==> config.mk <==
export PLATFORM = sky130hd
export DESIGN_NAME = uart_rx_oversample
export DESIGN_NICKNAME = d
export VERILOG_FILES = /design/src/rtl/uart_pkg.sv /design/src/rtl/uart_rx_sync.sv /design/src/rtl/uart_rx_oversample.sv
export SDC_FILE = /design/constraint.sdc
export NUM_CORES = 1
export LEC_CHECK = 0
export CAP_MARGIN = 5
export CORE_ASPECT_RATIO = 1.5
export CORE_MARGIN = 1
export CORE_UTILIZATION = 52
export CTS_CLUSTER_SIZE = 24
export DETAILED_ROUTE_END_ITERATION = 8
export DONT_BUFFER_PORTS = 1
export PLACE_DENSITY = 0.73
export SETUP_SLACK_MARGIN = 0.3
export SLEW_MARGIN = 20
export SYNTH_ARGS = -nofsm -noshare
export SYNTH_HDL_FRONTEND = slang
export SYNTH_SLANG_ARGS = --single-unit
export TNS_END_PERCENT = 5
==> constraint.sdc <==
create_clock -name clk -period 5.08 [get_ports clk]
set_clock_uncertainty 0.2 [all_clocks]
set_input_delay 0.508 -clock clk [delete_from_list [all_inputs] [get_ports clk]]
set_output_delay 0.508 -clock clk [all_outputs]
set_load 0.005 [all_outputs]
==> src/rtl/uart_pkg.sv <==
// rtl/uart_pkg.sv - shared UART defaults and receiver/transmitter state encoding
package uart_pkg;

    localparam int UART_OVERSAMPLE  = 16;
    localparam int UART_DATA_BITS   = 8;
    localparam int UART_SYNC_STAGES = 2;

    // Receiver FSM encoding; kept as plain constants so older tools and the
    // transmitter share one definition.
    localparam logic [2:0] ST_IDLE   = 3'd0;
    localparam logic [2:0] ST_START  = 3'd1;
    localparam logic [2:0] ST_DATA   = 3'd2;
    localparam logic [2:0] ST_PARITY = 3'd3;
    localparam logic [2:0] ST_STOP   = 3'd4;
    localparam logic [2:0] ST_BREAK  = 3'd5;

endpackage

==> src/rtl/uart_rx_sync.sv <==
// rtl/uart_rx_sync.sv - multi-flop synchroniser for the asynchronous serial line
//
// Ports:
//   clk    system clock
//   reset  asynchronous, active-low; chain resets to 1 (line idle)
//   rxd    raw serial input
//   rxd_s  synchronised serial line, STAGES clk later
module uart_rx_sync #(
    parameter int STAGES = 2
) (
    input  logic clk,
    input  logic reset,
    input  logic rxd,
    output logic rxd_s
);

    logic [STAGES-1:0] chain;

    always_ff @(posedge clk or negedge reset) begin
        if (!reset) begin
            chain <= '1;
        end else begin
            chain <= {chain[STAGES-2:0], rxd};
        end
    end

    assign rxd_s = chain[STAGES-1];

endmodule

==> src/rtl/uart_rx_oversample.sv <==
// rtl/uart_rx_oversample.sv - oversampling 8N1 UART receiver (optional even parity: UART_RX_PARITY_EN)
//
// Ports:
//   clk           system clock
//   reset         asynchronous, active-low
//   i_clk_rx      OVERSAMPLE x baud tick, one clk wide
//   i_rxd         serial line, idle high, asynchronous to clk
//   o_data        last good byte, held until the next good frame
//   o_valid       1-clk pulse: o_data updated
//   o_frame_err   1-clk pulse: stop bit sampled low
//   o_parity_err  1-clk pulse: parity mismatch (always 0 unless UART_RX_PARITY_EN)
//   o_busy        high whenever the receiver is not idle
module uart_rx_oversample
    import uart_pkg::*;
#(
    parameter int OVERSAMPLE  = UART_OVERSAMPLE,
    parameter int DATA_BITS   = UART_DATA_BITS,
    parameter int SYNC_STAGES = UART_SYNC_STAGES
) (
    input  logic                 clk,
    input  logic                 reset,
    input  logic                 i_clk_rx,
    input  logic                 i_rxd,
    output logic [DATA_BITS-1:0] o_data,
    output logic                 o_valid,
    output logic                 o_frame_err,
    output logic                 o_parity_err,
    output logic                 o_busy
);

    localparam int CW = $clog2(OVERSAMPLE);
    localparam int BW = $clog2(DATA_BITS + 1);

    localparam logic [CW-1:0] HALF_CNT = CW'(OVERSAMPLE / 2 - 1);
    localparam logic [CW-1:0] FULL_CNT = CW'(OVERSAMPLE - 1);
    localparam logic [BW-1:0] LAST_BIT = BW'(DATA_BITS - 1);

    logic                 rxd_s;
    logic [2:0]           state;
    logic [CW-1:0]        tick_cnt;
    logic [BW-1:0]        bit_cnt;
    logic [DATA_BITS-1:0] shift_reg;
    logic                 centre;

    uart_rx_sync #(
        .STAGES (SYNC_STAGES)
    ) u_sync (
        .clk   (clk),
        .reset (reset),
        .rxd   (i_rxd),
        .rxd_s (rxd_s)
    );

    // After the half-bit start qualification the counter is realigned to 0,
    // so every later full-period wrap lands on a bit centre.
    assign centre = i_clk_rx && (tick_cnt == FULL_CNT);
    assign o_busy = (state != ST_IDLE);

`ifdef UART_RX_PARITY_EN
    logic par_err;

    always_ff @(posedge clk or negedge reset) begin
        if (!reset) begin
            state        <= ST_IDLE;
            tick_cnt     <= '0;
            bit_cnt      <= '0;
            shift_reg    <= '0;
            par_err      <= 1'b0;
            o_data       <= '0;
            o_valid      <= 1'b0;
            o_frame_err  <= 1'b0;
            o_parity_err <= 1'b0;
        end else begin
            o_valid      <= 1'b0;
            o_frame_err  <= 1'b0;
            o_parity_err <= 1'b0;
            if (i_clk_rx && state != ST_IDLE) begin
                tick_cnt <= tick_cnt + 1'b1;
            end
            case (state)
                ST_IDLE: begin
                    if (!rxd_s) begin
                        state    <= ST_START;
                        tick_cnt <= '0;
                        bit_cnt  <= '0;
                        par_err  <= 1'b0;
                    end
                end
                ST_START: begin
                    if (i_clk_rx && tick_cnt == HALF_CNT) begin
                        if (!rxd_s) begin
                            state    <= ST_DATA;
                            tick_cnt <= '0;
                        end else begin
                            state <= ST_IDLE;
                        end
                    end
                end
                ST_DATA: begin
                    if (centre) begin
                        shift_reg <= {rxd_s, shift_reg[DATA_BITS-1:1]};
                        bit_cnt   <= bit_cnt + 1'b1;
                        if (bit_cnt == LAST_BIT) begin
                            state <= ST_PARITY;
                        end
                    end
                end
                ST_PARITY: begin
                    if (centre) begin
                        // Even parity: data bits plus parity bit must XOR to 0.
                        par_err <= (^shift_reg) ^ rxd_s;
                        state   <= ST_STOP;
                    end
                end
                ST_STOP: begin
                    if (centre) begin
                        if (!rxd_s) begin
                            o_frame_err <= 1'b1;
                            state       <= ST_BREAK;
                        end else if (par_err) begin
                            o_parity_err <= 1'b1;
                            state        <= ST_IDLE;
                        end else begin
                            o_data  <= shift_reg;
                            o_valid <= 1'b1;
                            state   <= ST_IDLE;
                        end
                    end
                end
                ST_BREAK: begin
                    if (rxd_s) begin
                        state <= ST_IDLE;
                    end
                end
                default: state <= ST_IDLE;
            endcase
        end
    end
`else
    assign o_parity_err = 1'b0;

    always_ff @(posedge clk or negedge reset) begin
        if (!reset) begin
            state       <= ST_IDLE;
            tick_cnt    <= '0;
            bit_cnt     <= '0;
            shift_reg   <= '0;
            o_data      <= '0;
            o_valid     <= 1'b0;
            o_frame_err <= 1'b0;
        end else begin
            o_valid     <= 1'b0;
            o_frame_err <= 1'b0;
            if (i_clk_rx && state != ST_IDLE) begin
                tick_cnt <= tick_cnt + 1'b1;
            end
            case (state)
                ST_IDLE: begin
                    if (!rxd_s) begin
                        state    <= ST_START;
                        tick_cnt <= '0;
                        bit_cnt  <= '0;
                    end
                end
                ST_START: begin
                    if (i_clk_rx && tick_cnt == HALF_CNT) begin
                        if (!rxd_s) begin
                            state    <= ST_DATA;
                            tick_cnt <= '0;
                        end else begin
                            state <= ST_IDLE;
                        end
                    end
                end
                ST_DATA: begin
                    if (centre) begin
                        shift_reg <= {rxd_s, shift_reg[DATA_BITS-1:1]};
                        bit_cnt   <= bit_cnt + 1'b1;
                        if (bit_cnt == LAST_BIT) begin
                            state <= ST_STOP;
                        end
                    end
                end
                ST_STOP: begin
                    if (centre) begin
                        if (rxd_s) begin
                            o_data  <= shift_reg;
                            o_valid <= 1'b1;
                            state   <= ST_IDLE;
                        end else begin
                            o_frame_err <= 1'b1;
                            state       <= ST_BREAK;
                        end
                    end
                end
                ST_BREAK: begin
                    // Line held low past the stop bit: wait for it to recover
                    // so a long break is not mistaken for a new start bit.
                    if (rxd_s) begin
                        state <= ST_IDLE;
                    end
                end
                default: state <= ST_IDLE;
            endcase
        end
    end
`endif

endmodule

==> impl_metrics.json <==
{
  "start_kind": "flop",
  "clock_sink_count": 31,
  "core-area_mm2": 0.00248,
  "insertion_delay_ns": 0.33,
  "drt_first_iter_violations": 15,
  "unrepaired_setup_endpoints_after_global_routing": "no",
  "holdBufCountCts": 3,
  "number_of_global_route_vias_before_repair": 885,
  "static-leakage-power_nw": 0.688,
  "critPathRequiredTime_ns": 5.09,
  "clkSlewWorstSetupHoldPaths_ns": 0.09,
  "via_per_inst": 6.32,
  "detail-route-antenna-nets": 0,
  "syn-mean-instance-area_um2": 12.8,
  "initial_utilization_pct": 55.4,
  "mappedNetlistArea_mm2": 0.00137,
  "grt_antenna_before_repair": 0,
  "synthMostInstantiatedCell": "sky130_fd_sc_hd__dfrtp_1",
  "synth.ff_latch_count": 31,
  "area_share_of_the_largest_cell_type_after_synthesis_pct": 52.9,
  "maximum_resistive_drop_on_vdd_mv": 0.285,
  "postSynth.topFlopCell": "sky130_fd_sc_hd__dfrtp_1",
  "timing_max_transition_violations_final": 0,
  "min_period_over_period_pct": 42.8,
  "clockRootBuffer": "sky130_fd_sc_hd__clkbuf_4",
  "worstHoldPathType": "input port to flop",
  "placed_cells_incl_taps": 125,
  "cp-end-kind": "flop",
  "syn-instance-count": 107,
  "worst_slew_margin_relative_to_its_limit_pct": 39.5,
  "setup-violations-final": 0,
  "async_reset_ff_share_pct": 100,
  "globalplace.congestion": 0.810,
  "detailed_routing_iterations_pass_1": 6,
  "area_delta_synth_final_pct": 6.39,
  "i_o_buffers": 0,
  "drive_above_1_share_pct": 25.9,
  "max-clock-path-buffers": 2,
  "core_rows": 22,
  "grt_pass1_wl_um": 4080,
  "htree_num_levels": 2,
  "top_level_ports": 16,
  "final-hold-violation-count": 0,
  "drv_cap": 0,
  "maxClockFrequency_mhz": 460,
  "synth_largest_area_cell": "sky130_fd_sc_hd__dfrtp_1",
  "p_per_area_mw_per_mm2": 344,
  "dieHeight_um": 64.9,
  "globalRouteTotalUtil_pct": 20.4,
  "grt_overflow": 0,
  "insertedDiodeCount": 0,
  "detail_placement_hpwl_um": 1610,
  "wire_per_inst_um": 17.4,
  "via_count": 859,
  "tritoncts.num_buffers": 5,
  "cts_tree": "yes",
  "drcViolationCount": 0,
  "synth.cells.most_frequent": "sky130_fd_sc_hd__dfrtp_1 (29), sky130_fd_sc_hd__mux2_2 (16)",
  "timing_worst_slew_pin_value_ns": 0.885,
  "totalPowerFinal_w": 0.000502,
  "criticalPathCategory": "flop to flop",
  "mappedNetlistNets": 113,
  "critPathMaxFanout": 9,
  "dieArea_mm2": 0.00285,
  "count_of_warnings_emitted_by_yosys": 0,
  "die_w_um": 43.9,
  "seq_total_area_yosys_pct": 56.8,
  "worstPathArrival_ns": 2.19,
  "final_net_count": 117,
  "route.final.wire_length_um": 2360,
  "fin_tns_setup_ns": 0,
  "run_status": "finished clean",
  "final.min_clock_period_ns": 2.18,
  "synth_edf_count": 0,
  "post_cts_resized": 0,
  "post-cts-setup-buffer-count": 0,
  "synth_top_cells_by_area": "sky130_fd_sc_hd__dfrtp_1 (53%), sky130_fd_sc_hd__mux2_2 (13%), sky130_fd_sc_hd__dfstp_2 (3.8%)",
  "synth_cell_type_count": 40,
  "grt_start_max_net_pins": 32,
  "stdcell_count": 136
}
## power by group
group | internal (W) | leakage, nW | total [W] | switching, W
Clock | 0.0000550 | 0.0265 | 0.000132 | 0.0000766
Sequential | 0.000271 | 0.415 | 0.000300 | 0.0000290
Combinational | 0.0000341 | 0.247 | 0.0000706 | 0.0000365
Total | 0.000360 | 0.688 | 0.000502 | 0.000142
## final cells by class
class,instances,area (um2)
clock buffer,8,48.8
timing repair buffer,3,40.0
tap,24,30.0
multi-input combinational,67,551
sequential,31,778
fill,207,1020
inverter,3,11.3
## stage by stage
stage	instance area (um2)	setup WS, ns	util (%)	hold slack [ns]
2_1_floorplan	1370	3.18	-	0.0124
3_3_place_gp	1370	2.92	55.3	0.0130
3_5_place_dp	1370	2.86	55.3	0.0132
4_1_cts	1460	2.84	58.9	0.119
5_1_grt	1460	2.71	58.9	0.117
6_report	1460	2.90	58.9	0.135
## critical path, stage by stage (launching register included)
cell                      delay [ns]
sky130_fd_sc_hd__dfrtp_1        0.40
sky130_fd_sc_hd__ha_1           0.24
sky130_fd_sc_hd__nand4_2        0.23
sky130_fd_sc_hd__nor4_4         0.59
sky130_fd_sc_hd__mux2_2         0.41
## metal layers
metal  track usage [%]  part of all wire (%)  wire length [um]  up-vias
met5                 0                     0                 0        -
met3              6.69                   3.6                85        4
li1                  -                     -                 -      408
met4              11.4                   1.8                42        0
met1              22.6                    40               936      430
met2              33.6                    55              1300       17
## placed cells by master (no fill, tap or decap), types with 2 or more instances in the layout
master	Yosys	routed
sky130_fd_sc_hd__dfrtp_1	29	29
sky130_fd_sc_hd__mux2_2	16	16
sky130_fd_sc_hd__clkbuf_4	0	5
sky130_fd_sc_hd__nor2_1	3	3
sky130_fd_sc_hd__inv_1	3	3
sky130_fd_sc_hd__o21ai_0	3	3
sky130_fd_sc_hd__nand3_1	3	3
sky130_fd_sc_hd__nand2b_1	3	3
sky130_fd_sc_hd__o211ai_1	3	3
sky130_fd_sc_hd__clkbuf_1	1	3
sky130_fd_sc_hd__nand4b_1	2	2
sky130_fd_sc_hd__nor3_1	2	2
sky130_fd_sc_hd__or3_1	2	2
sky130_fd_sc_hd__a21oi_1	2	2
sky130_fd_sc_hd__nor4_1	2	2
sky130_fd_sc_hd__nand2_1	2	2
sky130_fd_sc_hd__a32o_1	2	2
sky130_fd_sc_hd__a21o_1	2	2
sky130_fd_sc_hd__ha_1	2	2
sky130_fd_sc_hd__dlygate4sd3_1	0	2
sky130_fd_sc_hd__dfstp_2	2	2
## path summary, 6_finish.rpt
path	start	to	slack (ns)	depth (start not counted)
worst max-delay path	tick_cnt[0]$_DFF_PN0_	o_data[0]$_DFFE_PN0P_	2.90	4
max in group asynchronous	reset	u_sync.chain[0]$_DFF_PN1_	4.01	2
worst max register to register	tick_cnt[0]$_DFF_PN0_	o_data[0]$_DFFE_PN0P_	2.90	4
worst min-delay path	i_clk_rx	state[1]$_DFFE_PN0P_	0.13	1
min in group asynchronous	reset	tick_cnt[3]$_DFF_PN0_	0.42	2
worst min register to register	u_sync.chain[0]$_DFF_PN1_	u_sync.chain[1]$_DFF_PN1_	0.16	0
## cells by family after synthesis
logic type / count (synthesis) / synth area share [%]
buffers and inverters: 9 / 3.10
flip-flops: 31 / 56.8
XOR/XNOR: 1 / 0.639
AND/OR/NAND/NOR: 28 / 13.9
AO/OA/AOI/OAI: 18 / 9.67
other: 1 / 0.273
adder cells (fa/ha/maj): 2 / 1.82
multiplexers: 17 / 13.9
Note: power is estimated with default switching activity, not from simulation.
